==> src/rtl/jump_fetch_sequencer_pkg.sv <==
// Shared types and defaults for the J1/J2 jump-address fetch sequencer.
package relay_seq_pkg;

  localparam int DW_DEF       = 8;
  localparam int AW_DEF       = 16;
  localparam int MAX_WAIT_DEF = 15;

  typedef enum logic [2:0] {
    S_IDLE = 3'd0,
    S_RD1  = 3'd1,
    S_LD1  = 3'd2,
    S_RD2  = 3'd3,
    S_LD2  = 3'd4,
    S_JMP  = 3'd5,
    S_DONE = 3'd6,
    S_ERR  = 3'd7
  } seq_state_t;

  function automatic logic is_read_state(input seq_state_t s);
    return (s == S_RD1) || (s == S_RD2);
  endfunction

endpackage

==> src/rtl/jump_fetch_sequencer_if.sv <==
// Decoder/memory/bus bundle between the jump fetch sequencer and its environment.
interface jump_fetch_sequencer_if
  import relay_seq_pkg::*;
#(
  parameter int DW = DW_DEF,
  parameter int AW = AW_DEF
) ();

  logic          start;
  logic          take_jump;
  logic [AW-1:0] pc_in;
  logic [AW-1:0] j_in;
  logic [DW-1:0] mem_rdata;
  logic          mem_ready;
  logic          mem_rd;
  logic [AW-1:0] addr_out;
  logic          addr_drive;
  logic [DW-1:0] data_out;
  logic          data_drive;
  logic          ldJ1;
  logic          ldJ2;
  logic          ld_pc;
  logic          busy;
  logic          done;
  logic          err;

  modport master (
    input  start, take_jump, pc_in, j_in, mem_rdata, mem_ready,
    output mem_rd, addr_out, addr_drive, data_out, data_drive,
           ldJ1, ldJ2, ld_pc, busy, done, err
  );

  modport slave (
    output start, take_jump, pc_in, j_in, mem_rdata, mem_ready,
    input  mem_rd, addr_out, addr_drive, data_out, data_drive,
           ldJ1, ldJ2, ld_pc, busy, done, err
  );

endinterface

==> src/rtl/jump_fetch_sequencer_addr_incrementer.sv <==
// AW-bit +1 with natural wrap; also used on the PC increment path.
module addr_incrementer
  import relay_seq_pkg::*;
#(
  parameter int AW = AW_DEF
) (
  input  logic [AW-1:0] i_val,
  output logic [AW-1:0] o_val
);

  assign o_val = i_val + AW'(1);

endmodule

==> src/rtl/jump_fetch_sequencer.sv <==
// Fetches the two immediate bytes of a GOTO/CALL into J1/J2, then optionally loads J into the PC.
module jump_fetch_sequencer
  import relay_seq_pkg::*;
#(
  parameter int DW       = DW_DEF,
  parameter int AW       = AW_DEF,
  parameter int MAX_WAIT = MAX_WAIT_DEF
) (
  input  logic                  clock,
  input  logic                  reset_n,
  jump_fetch_sequencer_if.master bus
);

  localparam int WCW = $clog2(MAX_WAIT + 1);

  seq_state_t    r_state;
  seq_state_t    w_next_state;
  logic [AW-1:0] r_addr;
  logic [DW-1:0] r_byte;
  logic [WCW-1:0] r_wait;
  logic          r_take;
  logic          r_err;
  logic [AW-1:0] w_inc_in;
  logic [AW-1:0] w_inc_out;
  logic          w_timeout;

  // One incrementer serves both the pc_in+1 capture and the per-byte advance.
  assign w_inc_in  = (r_state == S_IDLE) ? bus.pc_in : r_addr;
  assign w_timeout = (r_wait == WCW'(MAX_WAIT - 1));

  addr_incrementer #(.AW(AW)) u_addr_inc (
    .i_val (w_inc_in),
    .o_val (w_inc_out)
  );

  always_ff @(posedge clock or negedge reset_n) begin
    if (!reset_n) begin
      r_state <= S_IDLE;
    end else begin
      r_state <= w_next_state;
    end
  end

  always_ff @(posedge clock or negedge reset_n) begin
    if (!reset_n) begin
      r_addr <= '0;
      r_byte <= '0;
      r_wait <= '0;
      r_take <= 1'b0;
      r_err  <= 1'b0;
    end else begin
      if (r_state == S_IDLE) begin
        if (bus.start) begin
          r_addr <= w_inc_out;
          r_take <= bus.take_jump;
          r_err  <= 1'b0;
          r_wait <= '0;
        end
      end else if (is_read_state(r_state)) begin
        if (bus.mem_ready) begin
          r_byte <= bus.mem_rdata;
          r_wait <= '0;
        end else if (w_timeout) begin
          r_err  <= 1'b1;
          r_wait <= '0;
        end else begin
          r_wait <= r_wait + WCW'(1);
        end
      end else if ((r_state == S_LD1) || (r_state == S_LD2)) begin
        r_addr <= w_inc_out;
      end
    end
  end

  always_comb begin
    w_next_state = r_state;
    case (r_state)
      S_IDLE:  w_next_state = bus.start ? S_RD1 : S_IDLE;
      S_RD1: begin
        if (bus.mem_ready)  w_next_state = S_LD1;
        else if (w_timeout) w_next_state = S_ERR;
        else                w_next_state = S_RD1;
      end
      S_LD1:   w_next_state = S_RD2;
      S_RD2: begin
        if (bus.mem_ready)  w_next_state = S_LD2;
        else if (w_timeout) w_next_state = S_ERR;
        else                w_next_state = S_RD2;
      end
      S_LD2:   w_next_state = r_take ? S_JMP : S_DONE;
      S_JMP:   w_next_state = S_DONE;
      S_DONE:  w_next_state = S_IDLE;
      S_ERR:   w_next_state = S_IDLE;
      default: w_next_state = S_IDLE;
    endcase
  end

  // Buses are driven strictly one at a time, so each load strobe sees a stable source.
  always_comb begin
    bus.mem_rd     = 1'b0;
    bus.addr_out   = '0;
    bus.addr_drive = 1'b0;
    bus.data_out   = '0;
    bus.data_drive = 1'b0;
    bus.ldJ1       = 1'b0;
    bus.ldJ2       = 1'b0;
    bus.ld_pc      = 1'b0;
    bus.busy       = 1'b0;
    bus.done       = 1'b0;
    case (r_state)
      S_RD1, S_RD2: begin
        bus.addr_out   = r_addr;
        bus.addr_drive = 1'b1;
        bus.mem_rd     = 1'b1;
        bus.busy       = 1'b1;
      end
      S_LD1: begin
        bus.data_out   = r_byte;
        bus.data_drive = 1'b1;
        bus.ldJ1       = 1'b1;
        bus.busy       = 1'b1;
      end
      S_LD2: begin
        bus.data_out   = r_byte;
        bus.data_drive = 1'b1;
        bus.ldJ2       = 1'b1;
        bus.busy       = 1'b1;
      end
      S_JMP: begin
        // j_in is the register unit's flopped {J1,J2}, already updated by the two loads.
        bus.addr_out   = bus.j_in;
        bus.addr_drive = 1'b1;
        bus.ld_pc      = 1'b1;
        bus.busy       = 1'b1;
      end
      S_DONE: begin
        bus.addr_out   = r_addr;
        bus.done       = 1'b1;
        bus.busy       = 1'b1;
      end
      default: begin
        bus.busy       = 1'b0;
      end
    endcase
  end

  assign bus.err = r_err;

endmodule

==> src/flat_wrapper.sv <==
// flat-port wrapper written by rule: the top's interface ports become plain ports
module jump_fetch_sequencer_flat import relay_seq_pkg::*;
#(
  parameter int DW       = DW_DEF,
  parameter int AW       = AW_DEF,
  parameter int MAX_WAIT = MAX_WAIT_DEF
)
  (clock, reset_n, bus_start, bus_take_jump, bus_pc_in, bus_j_in, bus_mem_rdata, bus_mem_ready, bus_mem_rd, bus_addr_out, bus_addr_drive, bus_data_out, bus_data_drive, bus_ldJ1, bus_ldJ2, bus_ld_pc, bus_busy, bus_done, bus_err);
  jump_fetch_sequencer_if #(.DW(DW), .AW(AW)) bus_i ();
  input  logic clock;
  input  logic reset_n;
  input wire logic [$bits(bus_i.start)-1:0] bus_start;
  input wire logic [$bits(bus_i.take_jump)-1:0] bus_take_jump;
  input wire logic [$bits(bus_i.pc_in)-1:0] bus_pc_in;
  input wire logic [$bits(bus_i.j_in)-1:0] bus_j_in;
  input wire logic [$bits(bus_i.mem_rdata)-1:0] bus_mem_rdata;
  input wire logic [$bits(bus_i.mem_ready)-1:0] bus_mem_ready;
  output wire logic [$bits(bus_i.mem_rd)-1:0] bus_mem_rd;
  output wire logic [$bits(bus_i.addr_out)-1:0] bus_addr_out;
  output wire logic [$bits(bus_i.addr_drive)-1:0] bus_addr_drive;
  output wire logic [$bits(bus_i.data_out)-1:0] bus_data_out;
  output wire logic [$bits(bus_i.data_drive)-1:0] bus_data_drive;
  output wire logic [$bits(bus_i.ldJ1)-1:0] bus_ldJ1;
  output wire logic [$bits(bus_i.ldJ2)-1:0] bus_ldJ2;
  output wire logic [$bits(bus_i.ld_pc)-1:0] bus_ld_pc;
  output wire logic [$bits(bus_i.busy)-1:0] bus_busy;
  output wire logic [$bits(bus_i.done)-1:0] bus_done;
  output wire logic [$bits(bus_i.err)-1:0] bus_err;
  assign bus_i.start = bus_start;
  assign bus_i.take_jump = bus_take_jump;
  assign bus_i.pc_in = bus_pc_in;
  assign bus_i.j_in = bus_j_in;
  assign bus_i.mem_rdata = bus_mem_rdata;
  assign bus_i.mem_ready = bus_mem_ready;
  assign bus_mem_rd = bus_i.mem_rd;
  assign bus_addr_out = bus_i.addr_out;
  assign bus_addr_drive = bus_i.addr_drive;
  assign bus_data_out = bus_i.data_out;
  assign bus_data_drive = bus_i.data_drive;
  assign bus_ldJ1 = bus_i.ldJ1;
  assign bus_ldJ2 = bus_i.ldJ2;
  assign bus_ld_pc = bus_i.ld_pc;
  assign bus_busy = bus_i.busy;
  assign bus_done = bus_i.done;
  assign bus_err = bus_i.err;
  jump_fetch_sequencer #(.DW(DW), .AW(AW), .MAX_WAIT(MAX_WAIT)) u_core (.clock(clock), .reset_n(reset_n), .bus(bus_i));
endmodule
==> config.mk <==
export PLATFORM = sky130hd
export DESIGN_NAME = jump_fetch_sequencer_flat
export DESIGN_NICKNAME = d
export VERILOG_FILES = /design/src/rtl/jump_fetch_sequencer_pkg.sv /design/src/rtl/jump_fetch_sequencer_if.sv /design/src/rtl/jump_fetch_sequencer_addr_incrementer.sv /design/src/rtl/jump_fetch_sequencer.sv /design/src/flat_wrapper.sv
export SDC_FILE = /design/constraint.sdc
export NUM_CORES = 1
export LEC_CHECK = 0
export ABC_CLOCK_PERIOD_IN_PS = 5700
export BUFFER_PORTS_ARGS = -buffer_cell sky130_fd_sc_hd__buf_2
export CORE_MARGIN = 2
export CORE_UTILIZATION = 55
export CTS_CLUSTER_DIAMETER = 150
export CTS_CLUSTER_SIZE = 24
export DETAILED_ROUTE_END_ITERATION = 10
export PLACE_DENSITY = 0.91
export SLEW_MARGIN = 20
export SYNTH_ARGS = -nofsm -noshare
export SYNTH_HDL_FRONTEND = slang
export SYNTH_SLANG_ARGS = --single-unit
==> constraint.sdc <==
create_clock -name clock -period 5.7 [get_ports clock]
set_input_delay 1.14 -clock clock [delete_from_list [all_inputs] [get_ports clock]]
set_output_delay 1.14 -clock clock [all_outputs]
set_load 0.1 [all_outputs]
==> results.sh, run 1 <==
export IMPL_status="finished, final reports clean"
export IMPL_post_synth_cell_area_avg_um2=8.70
export IMPL_cts_sinks=33
export IMPL_wirelength_mm=6.96
export IMPL_synth_edf_count=0
export IMPL_cts_setup_buffers=0
export IMPL_layout_nets=405
export IMPL_grtUsageTotal_pct=28.1
export IMPL_drv_cap=0
export IMPL_path_buf_inv=1
export IMPL_num_vias=2662
export IMPL_cp_arrival_ns=2.64
export IMPL_skew_ns=0.0103
export IMPL_vias_per_cell=6.51
export IMPL_syn_area_um2=2560
export IMPL_cts_buffers=5
export IMPL_grt_pass1_vias=2520
export IMPL_syn_nets=342
export IMPL_ant_nets=0
export IMPL_required_ns=4.56
export IMPL_yosysTopAreaCellShare_pct=32.3
export IMPL_antenna_found_initial=0
export IMPL_dr_wl_met2_mm=3.31
export IMPL_wl_per_cell_um=17.0
export IMPL_yosysUniqueCellTypes=56
export IMPL_synth_yosys_warnings=0
export IMPL_cts_clk_slew_worst_paths_ns=0.07
export IMPL_cts_root_buf="clkbuf_8"
export IMPL_synth_common_cells="dfrtp_1, nand2_1, clkbuf_1"
export IMPL_post_dp_hpwl_mm=4.83
export IMPL_design_portCount=78
export IMPL_syn2layout_area_growth_pct=18.4
export IMPL_drc=0
export IMPL_max_freq_ghz=0.264
export IMPL_critPathTopFamily="compound AO/OA/AOI/OAI gates"
export IMPL_diodes=0
export IMPL_core_area_um2=4410
export IMPL_gp_congestion=0.939
export IMPL_met1_length_mm=2.97
export IMPL_dr_wl_met3_um=553
export IMPL_clk_latency_ns=0.30
export IMPL_drtPass1Iterations=5
export IMPL_top_layer_used="met4"
export IMPL_max_slew_margin_rel_pct=47.6
export IMPL_worst_slew_pin_slew_ns=0.766
export IMPL_min_period_over_period_pct=66.3
export IMPL_die_h_um=72.2
export IMPL_async_flop_share_pct=100
export IMPL_cp_slowest_stage_delay_ns=0.70
export IMPL_htreeDepth=2
export IMPL_grt_pass1_wl_mm=11.7
export IMPL_cts_resized=0
export IMPL_start_kind="flip-flop"
export IMPL_finalHoldViolations=0
export IMPL_syn_inst=294
export IMPL_final_layout_size_suffix_gt1_share_pct=30.3
export IMPL_rsz0062_at_grt="no"
export IMPL_synth_ff_type="dfrtp_1"
export IMPL_synth_top_cell_by_area="dfrtp_1"
export IMPL_synth_most_common_cell="dfrtp_1"
export IMPL_drt_iter0_drc=309
export IMPL_cts_buffer_depth=2
export IMPL_fin_tns_setup_ns=0
export IMPL_grt_overflow=0
export IMPL_port_buffers=77
export IMPL_hold_path_class="reg2reg"
export IMPL_chipWidth_um=72.2
export IMPL_final_setup_viol_count=0
export IMPL_start_util_pct=57.9
export IMPL_yosysSeqAreaShare_pct=32.3
export IMPL_critPathKind="reg2out"
export IMPL_worst_path_max_delay_cell="o31a_1"
export IMPL_fin_crit_ns=3.78
export IMPL_cp_max_fo=21
export IMPL_maxSlewViolCount=0
export IMPL_die_area_um2=5210
export IMPL_cts_hold_buf=0
export IMPL_num_rows=24
export IMPL_cts_tree="built"
export IMPL_grt_max_degree=36
export IMPL_ys_ff_latch=33
export IMPL_endpoint_kind="output port"
export IMPL_synth_area_leaders="dfrtp_1, a22o_1, mux2_2, mux2i_1, and3_1"
export IMPL_path_cells="a21oi_1 > o31a_1 > and3_1 > buf_2"
worst paths after layout:
| check | to | depth (start not counted) | start | slack (ns) |
|---|---|---|---|---|
| max reg2reg | u_core.r_addr[8] | 8 | u_core.r_state[1] | 2.42 |
| min reg2reg | u_core.r_byte[5] | 1 | u_core.r_byte[5] | 0.50 |
| max in group asynchronous | u_core.r_addr[4] | 1 | reset_n | 4.30 |
| min in group asynchronous | u_core.r_addr[9] | 1 | reset_n | 0.91 |
| min | u_core.r_byte[5] | 1 | u_core.r_byte[5] | 0.50 |
| max | bus_data_out[5] | 4 | u_core.r_state[2] | 1.92 |
worst reg2reg max path: stages (launching register included):
cell	delay [ns]
dfrtp_1	0.64
nor3_4	0.67
nand2_1	0.11
nand2_1	0.10
ha_1	0.46
inv_1	0.15
a2111oi_0	0.63
mux2i_1	0.27
a22oi_1	0.08
cells in the final DEF (no fill, tap or decap), types with 3 or more instances in the layout:
cell type / instances
o211ai_1: 3
and2_1: 3
or3_1: 3
inv_1: 11
nand2_1: 25
nor3_1: 5
a21oi_1: 14
o22ai_1: 5
nand4_1: 5
dfrtp_1: 33
ha_1: 3
a211oi_1: 3
clkbuf_8: 5
o21ai_0: 14
mux2_2: 10
o31ai_1: 4
mux2i_1: 11
a31oi_1: 5
nand3_1: 8
nand2b_1: 7
buf_2: 77
a311oi_1: 3
and3_1: 17
a21o_1: 3
a22o_1: 17
nor2_1: 16
flip-flops by register name, summed over array words and instances, names as in the netlist:
| signal | cells |
|---|---|
| u_core.bus.err | 1 |
| u_core.r_addr | 16 |
| u_core.r_byte | 8 |
| u_core.r_state | 3 |
| u_core.r_take | 1 |
| u_core.r_wait | 4 |
layer usage:
metal,track usage (%),vias up
met1,36.8,1263
met4,10.7,0
met5,0,-
met2,45.2,132
met3,6.81,17
li1,-,1250
stage by stage:
stage	setup slack (ns)	instances	instance area, um2	utilization (%)	hold WS [ns]
floorplan	1.47	294	2560	-	0.469
detailed placement	1.96	402	2920	66.2	0.485
global placement	2.03	402	2920	66.2	0.466
global route	1.71	409	3030	68.6	0.527
CTS	1.93	409	3030	68.6	0.507
finish	1.92	409	3030	68.6	0.504
logic make-up (layout without fill, tap and decap cells):
logic type | after synthesis | count (layout) | share of synthesized area (%)
fa+ha+maj | 3 | 3 | 1.47
mux | 21 | 21 | 8.71
xor+xnor | 1 | 1 | 0.343
flops | 33 | 33 | 32.3
buf+inv | 34 | 97 | 5.68
compound gates | 98 | 98 | 28.7
simple gates | 104 | 104 | 22.8
area by class of cell:
cell class | count | area, um2
inverter | 11 | 41.3
fill | 359 | 1390
sequential | 33 | 826
clock inverter | 2 | 35.0
clock buffer | 5 | 68.8
multi-input combinational | 227 | 1590
timing repair buffer | 79 | 400
tap | 52 | 65.1
Power of run 1 is left out: the tool's default activity adds up to more than one toggle a clock period on the data nets, which glitch-free logic cannot reach.
==> inputs of run 2 (changes only) <==
--- a/config.mk
+++ b/config.mk
@@ -5,14 +5,14 @@
 export SDC_FILE = /design/constraint.sdc
 export NUM_CORES = 1
 export LEC_CHECK = 0
-export ABC_CLOCK_PERIOD_IN_PS = 5700
+export ABC_CLOCK_PERIOD_IN_PS = 3460
 export BUFFER_PORTS_ARGS = -buffer_cell sky130_fd_sc_hd__buf_2
 export CORE_MARGIN = 2
-export CORE_UTILIZATION = 55
+export CORE_UTILIZATION = 47
 export CTS_CLUSTER_DIAMETER = 150
 export CTS_CLUSTER_SIZE = 24
 export DETAILED_ROUTE_END_ITERATION = 10
-export PLACE_DENSITY = 0.91
+export PLACE_DENSITY = 0.83
 export SLEW_MARGIN = 20
 export SYNTH_ARGS = -nofsm -noshare
 export SYNTH_HDL_FRONTEND = slang
==> constraint.sdc (replaced) <==
create_clock -name clock -period 3.46 [get_ports clock]
set_input_delay 0.692 -clock clock [delete_from_list [all_inputs] [get_ports clock]]
set_output_delay 0.692 -clock clock [all_outputs]
set_load 0.1 [all_outputs]
==> run 2 against run 1 <==
Clock-buffer cell count stayed put. Critical path depth stayed put. Routed wire length is 3.8% higher. Sequential share of layout area is 0.72 points lower. Die area is 16% higher. Global-route usage is 4.2 points lower. Largest cell class unchanged.
==> results.sh, run 2 (synthesis results as in run 1) <==
export IMPL_port_buffers=77
export IMPL_grt_pass1_wl_mm=11.7
export IMPL_setup_slack_ns=0.220
export IMPL_critPathKind="reg2out"
export IMPL_vias_per_cell=6.26
export IMPL_cts_clk_slew_worst_paths_ns=0.08
export IMPL_drt_iter0_drc=293
export IMPL_min_period_over_period_pct=93.6
export IMPL_max_slew_margin_rel_pct=46.0
export IMPL_clk_latency_ns=0.29
export IMPL_cts_buffers=5
export IMPL_r2r_slack_ns=0.44
export IMPL_largestRegisters="u_core.r_addr (16), u_core.r_byte (8), u_core.r_wait (4)"
export IMPL_setup_worst_path_start="u_core.r_state[2]"
export IMPL_num_rows=26
export IMPL_cp_max_fo=21
export IMPL_die_h_um=77.8
export IMPL_drc=0
export IMPL_post_place_cells=425
export IMPL_core_area_um2=5170
export IMPL_largest_reg_flops=16
export IMPL_start_util_pct=49.4
export IMPL_gp_congestion=0.888
export IMPL_maxSlewViolCount=0
export IMPL_place_area_um2=3000
export IMPL_hold_path_class="in2async"
export IMPL_ant_nets=0
export IMPL_wl_per_cell_um=16.7
export IMPL_design_portCount=78
export IMPL_cts_resized=0
export IMPL_layout_nets=410
export IMPL_grt_pass1_vias=2583
export IMPL_chipWidth_um=77.8
export IMPL_cts_sinks=33
export IMPL_endpoint_kind="output port"
export IMPL_cp_slowest_stage_delay_ns=0.78
export IMPL_required_ns=2.77
export IMPL_cts_root_buf="clkbuf_8"
export IMPL_worst_path_max_delay_cell="dfrtp_1"
export IMPL_final_cell_mix="buf_2, dfrtp_1, nand2_1"
export IMPL_syn2layout_area_growth_pct=21.6
export IMPL_grt_overflow=0
export IMPL_grtUsageTotal_pct=23.9
export IMPL_cts_setup_buffers=0
export IMPL_die_area_um2=6050
export IMPL_regMostFlops="u_core.r_addr"
export IMPL_cts_tree="built"
export IMPL_cts_hold_buf=0
export IMPL_fin_crit_ns=3.24
export IMPL_cts_buffer_depth=2
export IMPL_worst_slew_pin_slew_ns=0.790
export IMPL_rsz0062_at_grt="no"
export IMPL_endpoint="bus_addr_out[7]"
export IMPL_grt_max_degree=36
export IMPL_status="finished, final reports clean"
export IMPL_skew_ns=0.00497
export IMPL_path_cells="and3b_1 > nand2b_1 > a22o_2 > buf_2"
export IMPL_wirelength_mm=7.23
export IMPL_post_place_ws_ns=0.529
export IMPL_instances_no_fill=433
export IMPL_start_kind="flip-flop"
export IMPL_max_freq_ghz=0.309
export IMPL_rr_endpoint="u_core.r_addr[8]"
export IMPL_num_vias=2711
export IMPL_drv_cap=0
export IMPL_r2r_start="u_core.r_state[2]"
export IMPL_reg2regPathDepth=9
export IMPL_finish_instance_area_um2=3110
export IMPL_finalHoldViolations=0
export IMPL_layout_commonest_cell="buf_2"
export IMPL_antenna_found_initial=0
export IMPL_final_layout_size_suffix_gt1_share_pct=33.9
export IMPL_post_dp_hpwl_mm=5.05
export IMPL_cp_arrival_ns=2.55
export IMPL_htreeDepth=2
export IMPL_diodes=0
export IMPL_drtPass1Iterations=5
export IMPL_final_setup_viol_count=0
## run 2: how the worst min path moves through the flow
stage                              to  slack [ns]
finish              u_core.r_addr[12]        0.46
global route           u_core.bus.err        0.52
CTS                 u_core.r_addr[12]        0.49
detailed placement     u_core.bus.err        0.47
global placement     u_core.r_byte[1]        0.48
floorplan              u_core.bus.err        0.40
## run 2: per-layer routing
metal	GRT usage, %	part of all wire [%]
met1	29.3	41
met2	40.8	49
met3	4.77	8.3
met4	10.2	2.5
met5	0	0
## run 2: cell type report
type                            count  area (um2)
Clock buffer                        5        68.8
Clock inverter                      3        46.3
Fill cell                         455        2060
Inverter                           11        41.3
Multi-Input combinational cell    227        1600
Sequential cell                    33         826
Tap cell                           70        87.6
Timing Repair Buffer               84         438
## run 2: through the flow
stage	hold WS (ns)	TNS, ns	util (%)
global placement	0.479	0	57.9
floorplan	0.396	-0.646	-
finish	0.465	0	60.1
CTS	0.490	0	60.1
global route	0.517	0	60.1
detailed placement	0.471	0	57.9
## run 2: worst max-delay path: cells and delay by family (launching register included)
kind	cells	cell delay [ns]
AO/OA/AOI/OAI	1	0.24
buffers and inverters	1	0.42
flip-flops	1	0.78
AND/OR/NAND/NOR	2	0.80
Power of run 2 is left out for the same reason.
